$ cat config.mk
export PLATFORM = sky130hd
export DESIGN_NAME = mips_bus_arbiter
export DESIGN_NICKNAME = d
export VERILOG_FILES = /design/src/rtl/mips_bus_arbiter_pkg.sv /design/src/rtl/arb_watchdog.sv /design/src/rtl/mips_bus_arbiter.sv
export SDC_FILE = /design/constraint.sdc
export NUM_CORES = 1
export LEC_CHECK = 0
export CAP_MARGIN = 20
export CORE_AREA = 2 2 122 124
export DETAILED_ROUTE_END_ITERATION = 8
export DIE_AREA = 0 0 124 126
export DONT_BUFFER_PORTS = 1
export PLACE_DENSITY_LB_ADDON = 0.15
export SETUP_SLACK_MARGIN = 0.02
export SLEW_MARGIN = 10
export SYNTH_ARGS = -nofsm -noshare
export SYNTH_HDL_FRONTEND = slang
export SYNTH_SLANG_ARGS = --single-unit
$ cat constraint.sdc
create_clock -name clk -period 4.1 [get_ports clk]
set_input_delay 0.205 -clock clk [delete_from_list [all_inputs] [get_ports clk]]
set_output_delay 0.205 -clock clk [all_outputs]
set_load 0.005 [all_outputs]
$ cat src/rtl/mips_bus_arbiter_pkg.sv
// Shared types for the MIPS instruction/data bus arbiter.
package mips_bus_arbiter_pkg;

  localparam int unsigned WATCHDOG_W = 8;

  typedef enum logic [1:0] {
    ARB_IDLE   = 2'b00,
    ARB_GRANT0 = 2'b01,
    ARB_GRANT1 = 2'b10
  } arb_state_t;

endpackage

$ cat src/rtl/arb_watchdog.sv
// Wait-cycle counter for one granted transfer; expired while count equals limit.
module arb_watchdog
  import mips_bus_arbiter_pkg::*;
(
  input  logic                  clk,
  input  logic                  reset,
  input  logic                  clear,
  input  logic                  enable,
  input  logic [WATCHDOG_W-1:0] limit,
  output logic                  expired
);

  logic [WATCHDOG_W-1:0] count;

  always_ff @(posedge clk or negedge reset) begin
    if (!reset) begin
      count <= '0;
    end else if (clear) begin
      count <= '0;
    end else if (enable) begin
      count <= count + WATCHDOG_W'(1);
    end
  end

  assign expired = (count == limit);

endmodule

$ cat src/rtl/mips_bus_arbiter.sv
// Two-requester Avalon arbiter (m0 = fetch, m1 = data) with a wait watchdog.
// Define ARB_ROUND_ROBIN_EN for round-robin ties; default is fixed priority to m1.
module mips_bus_arbiter
  import mips_bus_arbiter_pkg::*;
#(
  parameter int unsigned MAX_WAIT = 255
) (
  input  logic        clk,
  input  logic        reset,
  input  logic [31:0] m0_address,
  input  logic [31:0] m0_writedata,
  input  logic        m0_read,
  input  logic        m0_write,
  input  logic [3:0]  m0_byteenable,
  output logic [31:0] m0_readdata,
  output logic        m0_waitrequest,
  input  logic [31:0] m1_address,
  input  logic [31:0] m1_writedata,
  input  logic        m1_read,
  input  logic        m1_write,
  input  logic [3:0]  m1_byteenable,
  output logic [31:0] m1_readdata,
  output logic        m1_waitrequest,
  output logic [31:0] address,
  output logic [31:0] writedata,
  output logic        read,
  output logic        write,
  output logic [3:0]  byteenable,
  input  logic [31:0] readdata,
  input  logic        waitrequest,
  output logic [1:0]  grant,
  output logic        bus_error
);

  localparam logic [WATCHDOG_W-1:0] WAIT_LIMIT = WATCHDOG_W'(MAX_WAIT);

  arb_state_t state;
  logic req0, req1, pick1;
  logic granted, sel1, own_read, own_write, own_req;
  logic expired, done, abort;

  assign req0      = m0_read | m0_write;
  assign req1      = m1_read | m1_write;
  assign granted   = (state != ARB_IDLE);
  assign sel1      = (state == ARB_GRANT1);
  assign own_read  = sel1 ? m1_read  : m0_read;
  assign own_write = sel1 ? m1_write : m0_write;
  assign own_req   = granted & (own_read | own_write);
  assign abort     = own_req & expired;
  assign done      = own_req & ~expired & ~waitrequest;
  assign bus_error = abort;

  arb_watchdog u_watchdog (
    .clk     (clk),
    .reset   (reset),
    .clear   (~granted),
    .enable  (own_req & waitrequest & ~expired),
    .limit   (WAIT_LIMIT),
    .expired (expired)
  );

`ifdef ARB_ROUND_ROBIN_EN
  // last1 remembers the previous owner; a tie goes to the other requester.
  logic last1;
  assign pick1 = req1 & (~req0 | ~last1);

  always_ff @(posedge clk or negedge reset) begin
    if (!reset) begin
      last1 <= 1'b1;
    end else if (state == ARB_IDLE && (req0 || req1)) begin
      last1 <= pick1;
    end
  end
`else
  assign pick1 = req1;
`endif

  always_ff @(posedge clk or negedge reset) begin
    if (!reset) begin
      state <= ARB_IDLE;
      grant <= 2'b00;
    end else begin
      case (state)
        ARB_IDLE: begin
          if (pick1) begin
            state <= ARB_GRANT1;
            grant <= 2'b10;
          end else if (req0) begin
            state <= ARB_GRANT0;
            grant <= 2'b01;
          end
        end
        default: begin
          // Owner is never pre-empted; leave only on completion, abort or drop.
          if (!own_req || done || abort) begin
            state <= ARB_IDLE;
            grant <= 2'b00;
          end
        end
      endcase
    end
  end

  always_comb begin
    address        = '0;
    writedata      = '0;
    byteenable     = '0;
    read           = 1'b0;
    write          = 1'b0;
    m0_readdata    = '0;
    m1_readdata    = '0;
    m0_waitrequest = 1'b1;
    m1_waitrequest = 1'b1;
    if (granted) begin
      address    = sel1 ? m1_address    : m0_address;
      writedata  = sel1 ? m1_writedata  : m0_writedata;
      byteenable = sel1 ? m1_byteenable : m0_byteenable;
      write      = own_write & ~expired;
      read       = own_read & ~own_write & ~expired;
    end
    if (done || abort) begin
      if (sel1) begin
        m1_waitrequest = 1'b0;
        m1_readdata    = done ? readdata : '0;
      end else begin
        m0_waitrequest = 1'b0;
        m0_readdata    = done ? readdata : '0;
      end
    end
  end

endmodule
* Word-level counts from Yosys, hierarchy flattened
Index checks and enable logic that the tools add are counted.
Word-level totals: register bits after elaboration 10, input bits 175
Cells by class: add/subtract/negate cells 1, equal/unequal tests 4, muxes and demuxes 25, bitwise operators 15, reductions and logical operators 8
Operators with widths (count):
- 32-bit 2-to-1 mux | 9
- 8-bit 2-to-1 mux | 2
- 1-bit bitwise AND | 9
- 8-bit by 1-bit adder with 8-bit output (second input constant) | 1
- 8-bit equality test (second input constant) | 1
- 1-bit 2-to-1 mux | 8
- 2-bit 2-to-1 mux | 4
- 4-bit 2-to-1 mux | 2
- 2-bit nonzero test | 2
- 1-bit logical OR | 3
- 3-bit != test (second input constant) | 1
- 1-bit inverter | 3
- 1-bit OR | 3
- 2-bit equality test (second input constant) | 1
- 2-bit zero test | 1
- 2-bit by 1-bit != test with 1-bit output (second input constant) | 1
- 2-bit AND reduction | 1
- 1-bit zero test | 1

* Longest topological paths before layout
depth in word-level cells 10, depth in mapped cells 6, mapped depth without buffers 5

* By module
From an unflattened synthesis, not the netlist that was laid out.
Unflattened totals: cells, all modules 265, area, all modules 1933.1 um2
By module, submodules not included:
- mips_bus_arbiter | times used 1, cells an instance 216, area each 1456.4 um2
- arb_watchdog | times used 1, cells an instance 49, area each 476.7 um2

* Worst setup path before layout
No wires, ideal clock.
path type reg-to-output, start register state[1], end output m0_readdata[10], arrival 1.485 ns, required time 3.895 ns, setup slack 2.410 ns, stages on the path, launching flop included 6, buffers on the path 2, path through dfrtp_1 nor2b_1 clkbuf_1 nor4_2 clkbuf_1 and2_1
On the way: longest elaborated chain between the ends 9, elaborated cells between the ends (all ways) 13
Ends and longest elaborated chain:
- from (decl) | RTL line mips_bus_arbiter.sv:37 | arb_state_t state;
- from (signal assigned) | RTL line mips_bus_arbiter.sv:80 | state <= ARB_IDLE;
- from (signal assigned) | RTL line mips_bus_arbiter.sv:86 | state <= ARB_GRANT1;
- from (signal assigned) | RTL line mips_bus_arbiter.sv:89 | state <= ARB_GRANT0;
- 2-bit equality test | RTL line mips_bus_arbiter.sv:45 | assign sel1 = (state == ARB_GRANT1);
- 1-bit 2-to-1 mux, on equally long branches | RTL line mips_bus_arbiter.sv:46, mips_bus_arbiter.sv:47
- 1-bit OR | RTL line mips_bus_arbiter.sv:48 | assign own_req = granted & (own_read | own_write);
- 1-bit bitwise AND | RTL line mips_bus_arbiter.sv:48
- 1-bit bitwise AND (2 in a row) | RTL line mips_bus_arbiter.sv:50 | assign done = own_req & ~expired & ~waitrequest;
- 32-bit 2-to-1 mux | RTL line mips_bus_arbiter.sv:127 | m0_readdata = done ? readdata : '0;
- 32-bit 2-to-1 mux | RTL line mips_bus_arbiter.sv:122 | if (sel1) begin
- 32-bit 2-to-1 mux (*) | RTL line mips_bus_arbiter.sv:121 | if (done || abort) begin
- to (decl) | RTL line mips_bus_arbiter.sv:15 | output logic [31:0] m0_readdata,
Mark *: on every way between the ends. The rest lies on a longest branch, timed or not.

* Worst setup path in the final report
start register state[0], end output read
On the way: longest elaborated chain between the ends 6, elaborated cells between the ends (all ways) 8
Ends and longest elaborated chain:
- 2-bit equality test | RTL line mips_bus_arbiter.sv:45
- 1-bit 2-to-1 mux | RTL line mips_bus_arbiter.sv:47 | assign own_write = sel1 ? m1_write : m0_write;
- 1-bit inverter | RTL line mips_bus_arbiter.sv:119 | read = own_read & ~own_write & ~expired;
- 1-bit bitwise AND (2 in a row) | RTL line mips_bus_arbiter.sv:119
- 1-bit 2-to-1 mux (*) | RTL line mips_bus_arbiter.sv:114 | if (granted) begin
- to (decl) | RTL line mips_bus_arbiter.sv:26 | output logic read,
Marked as above.

==> flow_summary.ini <==
[outcome]
status = completed

[global_routing]
overflow = 0
grt_antenna_before_repair = 0
grt_pass1_wl_mm = 9.85
track_usage = 0.0854
grt_pass1_vias = 1644
grt_start_max_net_pins = 75

[logic_synthesis]
ys_types = 31
synth.net_count = 397
synth_top_area_share = 0.351
ys_seq_area_frac = 0.147
synthTopCellsByArea = a22o_1 (35%), and2_1 (24%), dfrtp_1 (15%), clkbuf_1 (4.2%), mux2i_1 (3.5%)
yosys-top-cells-count = a22o_1 (68), and2_1 (64), clkbuf_1 (19)
synth.most_common_cell = a22o_1
yosysTopAreaCell = a22o_1
netlist_area_sq_mm = 0.00170
avgSynthCellArea_sq_um = 7.68
async_reset_ff_frac = 1.00
ys_ff_latch = 10
netlist_instances = 221
synth_edf_count = 0
synthFlopType = dfrtp_1
yosysWarnings = 0

[timing]
drv_slew = 0
setup_tns_ns = 0
setup_viol = 0
min_period_over_period = 0.603
fin_crit_ns = 2.47
tightest_slew_ns = 0.736
fmax_mhz = 405
rsz0062_at_grt = no
timing.slew.headroom = 0.509
fin_worst_skew_ns = 0.00171
final-hold-violation-count = 0

[power_and_ir_drop]
power_w = 0.00101
peakVddDrop_v = 0.000116
p_per_area_mw_per_mm2 = 504
leakage_nw = 0.768

[clocking]
numCtsBuffers = 3
clock_sinks = 10
root_buffer = clkbuf_16
path_clk_slew_ns = 0.04
cts_tree = yes
h-tree-depth = 1
cts-resized-gates = 0
clkLatencyLatePin_ns = 0.24
clk_path_buf_depth = 2

[setup_path]
worst-r2r-cell-count = 5
cp.required_ns = 3.89
crit_buf_inv = 2
cpPeakStageDelay_ns = 0.54
rrSetupSlack_ns = 2.25
r2r_end = state[0]
cpMostUsedCell = buf_4
critPathSlowestCell = buf_4
path_class = reg2out
r2r_start = u_watchdog.count[0]
crit_path_end_kind = output port
cp_data_arrival_time_ns = 2.27
path_cells = buf_4 > nor2b_4 > buf_4 > nand3b_1 > a21oi_1
critPathLaunchType = flop
cp_max_fo = 74
crit_family = buffers and inverters

[min_path]
whs_endpoint = u_watchdog.count[2]
holdCritStartpoint = waitrequest
min_path_cells = 2
hold_path_class = in2reg

[placement]
gp_congestion = 0.751
place.port_buffers = 0
dp_hpwl_mm = 6.70

[detailed_routing]
drtPass1Iterations = 4
post_drt_wl_per_cell_um = 20.4
wl_mm = 7.96
dr_total_vias = 1810
drc = 0
drt_iter0_markers = 104
ant_nets = 0
avgViaCountPerCell = 4.63

[floorplanning]
initial_core_util = 0.119
die_h_um = 126
rows = 44
fp.dieArea_sq_mm = 0.0156
coreArea_sq_mm = 0.0143
io-pin-count = 314
die_x_um = 124

[cells_and_area]
area_growth_pct = 17.6
fill_cells = 1604
n_antenna_cell = 0
layout-drive-gt1-share = 0.0773
final_nets = 384

[job]
maxCapViolCount = 0
-- flip-flops by register name (all words and copies together) (netlist names) --
register and cells:
u_watchdog.count 8, state 2
-- power by group --
group | switching, W | total, W | internal (W) | leakage [nW]
clock | 0.0000485 | 0.000179 | 0.000131 | 0.0382
combinational | 0.000418 | 0.000688 | 0.000271 | 0.595
sequential | 0.0000238 | 0.000138 | 0.000115 | 0.135
-- worst max-delay path by stage --
stage / start / end / slack (ns) / depth (start not counted)
detailed placement: state[0] / m0_readdata[28] / 1.52 / 4
CTS: state[0] / m0_readdata[28] / 1.26 / 4
floorplan: state[1] / m0_readdata[10] / 2.41 / 5
global placement: state[0] / m0_readdata[7] / 1.62 / 4
global route: state[0] / read / 1.38 / 5
finish: state[0] / read / 1.63 / 5
-- cells by family (layout without fill, tap and decap cells) --
logic type,after synthesis,count (layout),synth area share
multiplexers,6,6,0.0354
AO/OA/AOI/OAI,78,78,0.394
buffers and inverters,25,11,0.0560
AND/OR/NAND/NOR,101,101,0.360
adder cells (fa/ha/maj),1,1,0.00737
flip-flops,10,10,0.147
-- through the flow --
stage / util / cell area (sq um) / std cells / hold WS, ns / setup slack, ns
2_1_floorplan: - / 1700 / 221 / -0.0906 / 2.41
3_3_place_gp: 0.132 / 1890 / 384 / -0.0904 / 1.62
3_5_place_dp: 0.132 / 1890 / 384 / -0.0903 / 1.52
4_1_cts: 0.138 / 1970 / 389 / 0.142 / 1.26
5_1_grt: 0.140 / 2000 / 391 / 0.171 / 1.38
6_report: 0.140 / 2000 / 391 / 0.144 / 1.63
-- cells in the final DEF (no fill, tap or decap), drive strengths merged --
master       synthesis  routed
nor3                 2       2
nand3b               2       2
nand4                1       1
dlygate4sd3          0       1
nor4                 4       4
inv                  1       1
a22oi                1       1
o2bb2ai              1       1
a32o                 1       1
o21ai                1       1
nor2b                1       1
a21oi                2       2
and2                64      64
o311ai               1       1
or4                  1       1
o31ai                2       2
nand2b               2       2
dfrtp               10      10
ha                   1       1
nand2               10      10
or2                  3       3
nor4b                1       1
a2bb2oi              1       1
mux2i                6       6
nor2                 6       6
buf                  5       5
nand3                4       4
clkbuf              19       4
a22o                68      68
-- metal layers --
| metal | global-route usage | routed length (um) | part of all wire | vias up |
|---|---|---|---|---|
| li1 | - | - | - | 800 |
| met1 | 0.0940 | 2800 | 0.35 | 845 |
| met2 | 0.165 | 4300 | 0.54 | 163 |
| met3 | 0.0226 | 835 | 0.10 | 2 |
| met4 | 0.00991 | 22 | 0.0028 | 0 |
| met5 | 0 | 0 | 0 | - |
-- cell type report --
| class | count | area, sq um | area share |
|---|---|---|---|
| multi-input combinational | 186 | 1380 | 0.690 |
| sequential | 10 | 251 | 0.126 |
| tap | 184 | 230 | 0.115 |
| clock buffer | 4 | 78.8 | 0.0395 |
| timing repair buffer | 6 | 55.1 | 0.0276 |
| inverter | 1 | 3.75 | 0.00188 |
-- repair_timing --
action,4_1_cts,5_1_grt
endpoints found under the hold margin,10,0
hold buffers,1,0
setup buffers,0,0
Power figures use the tool's default switching activity.
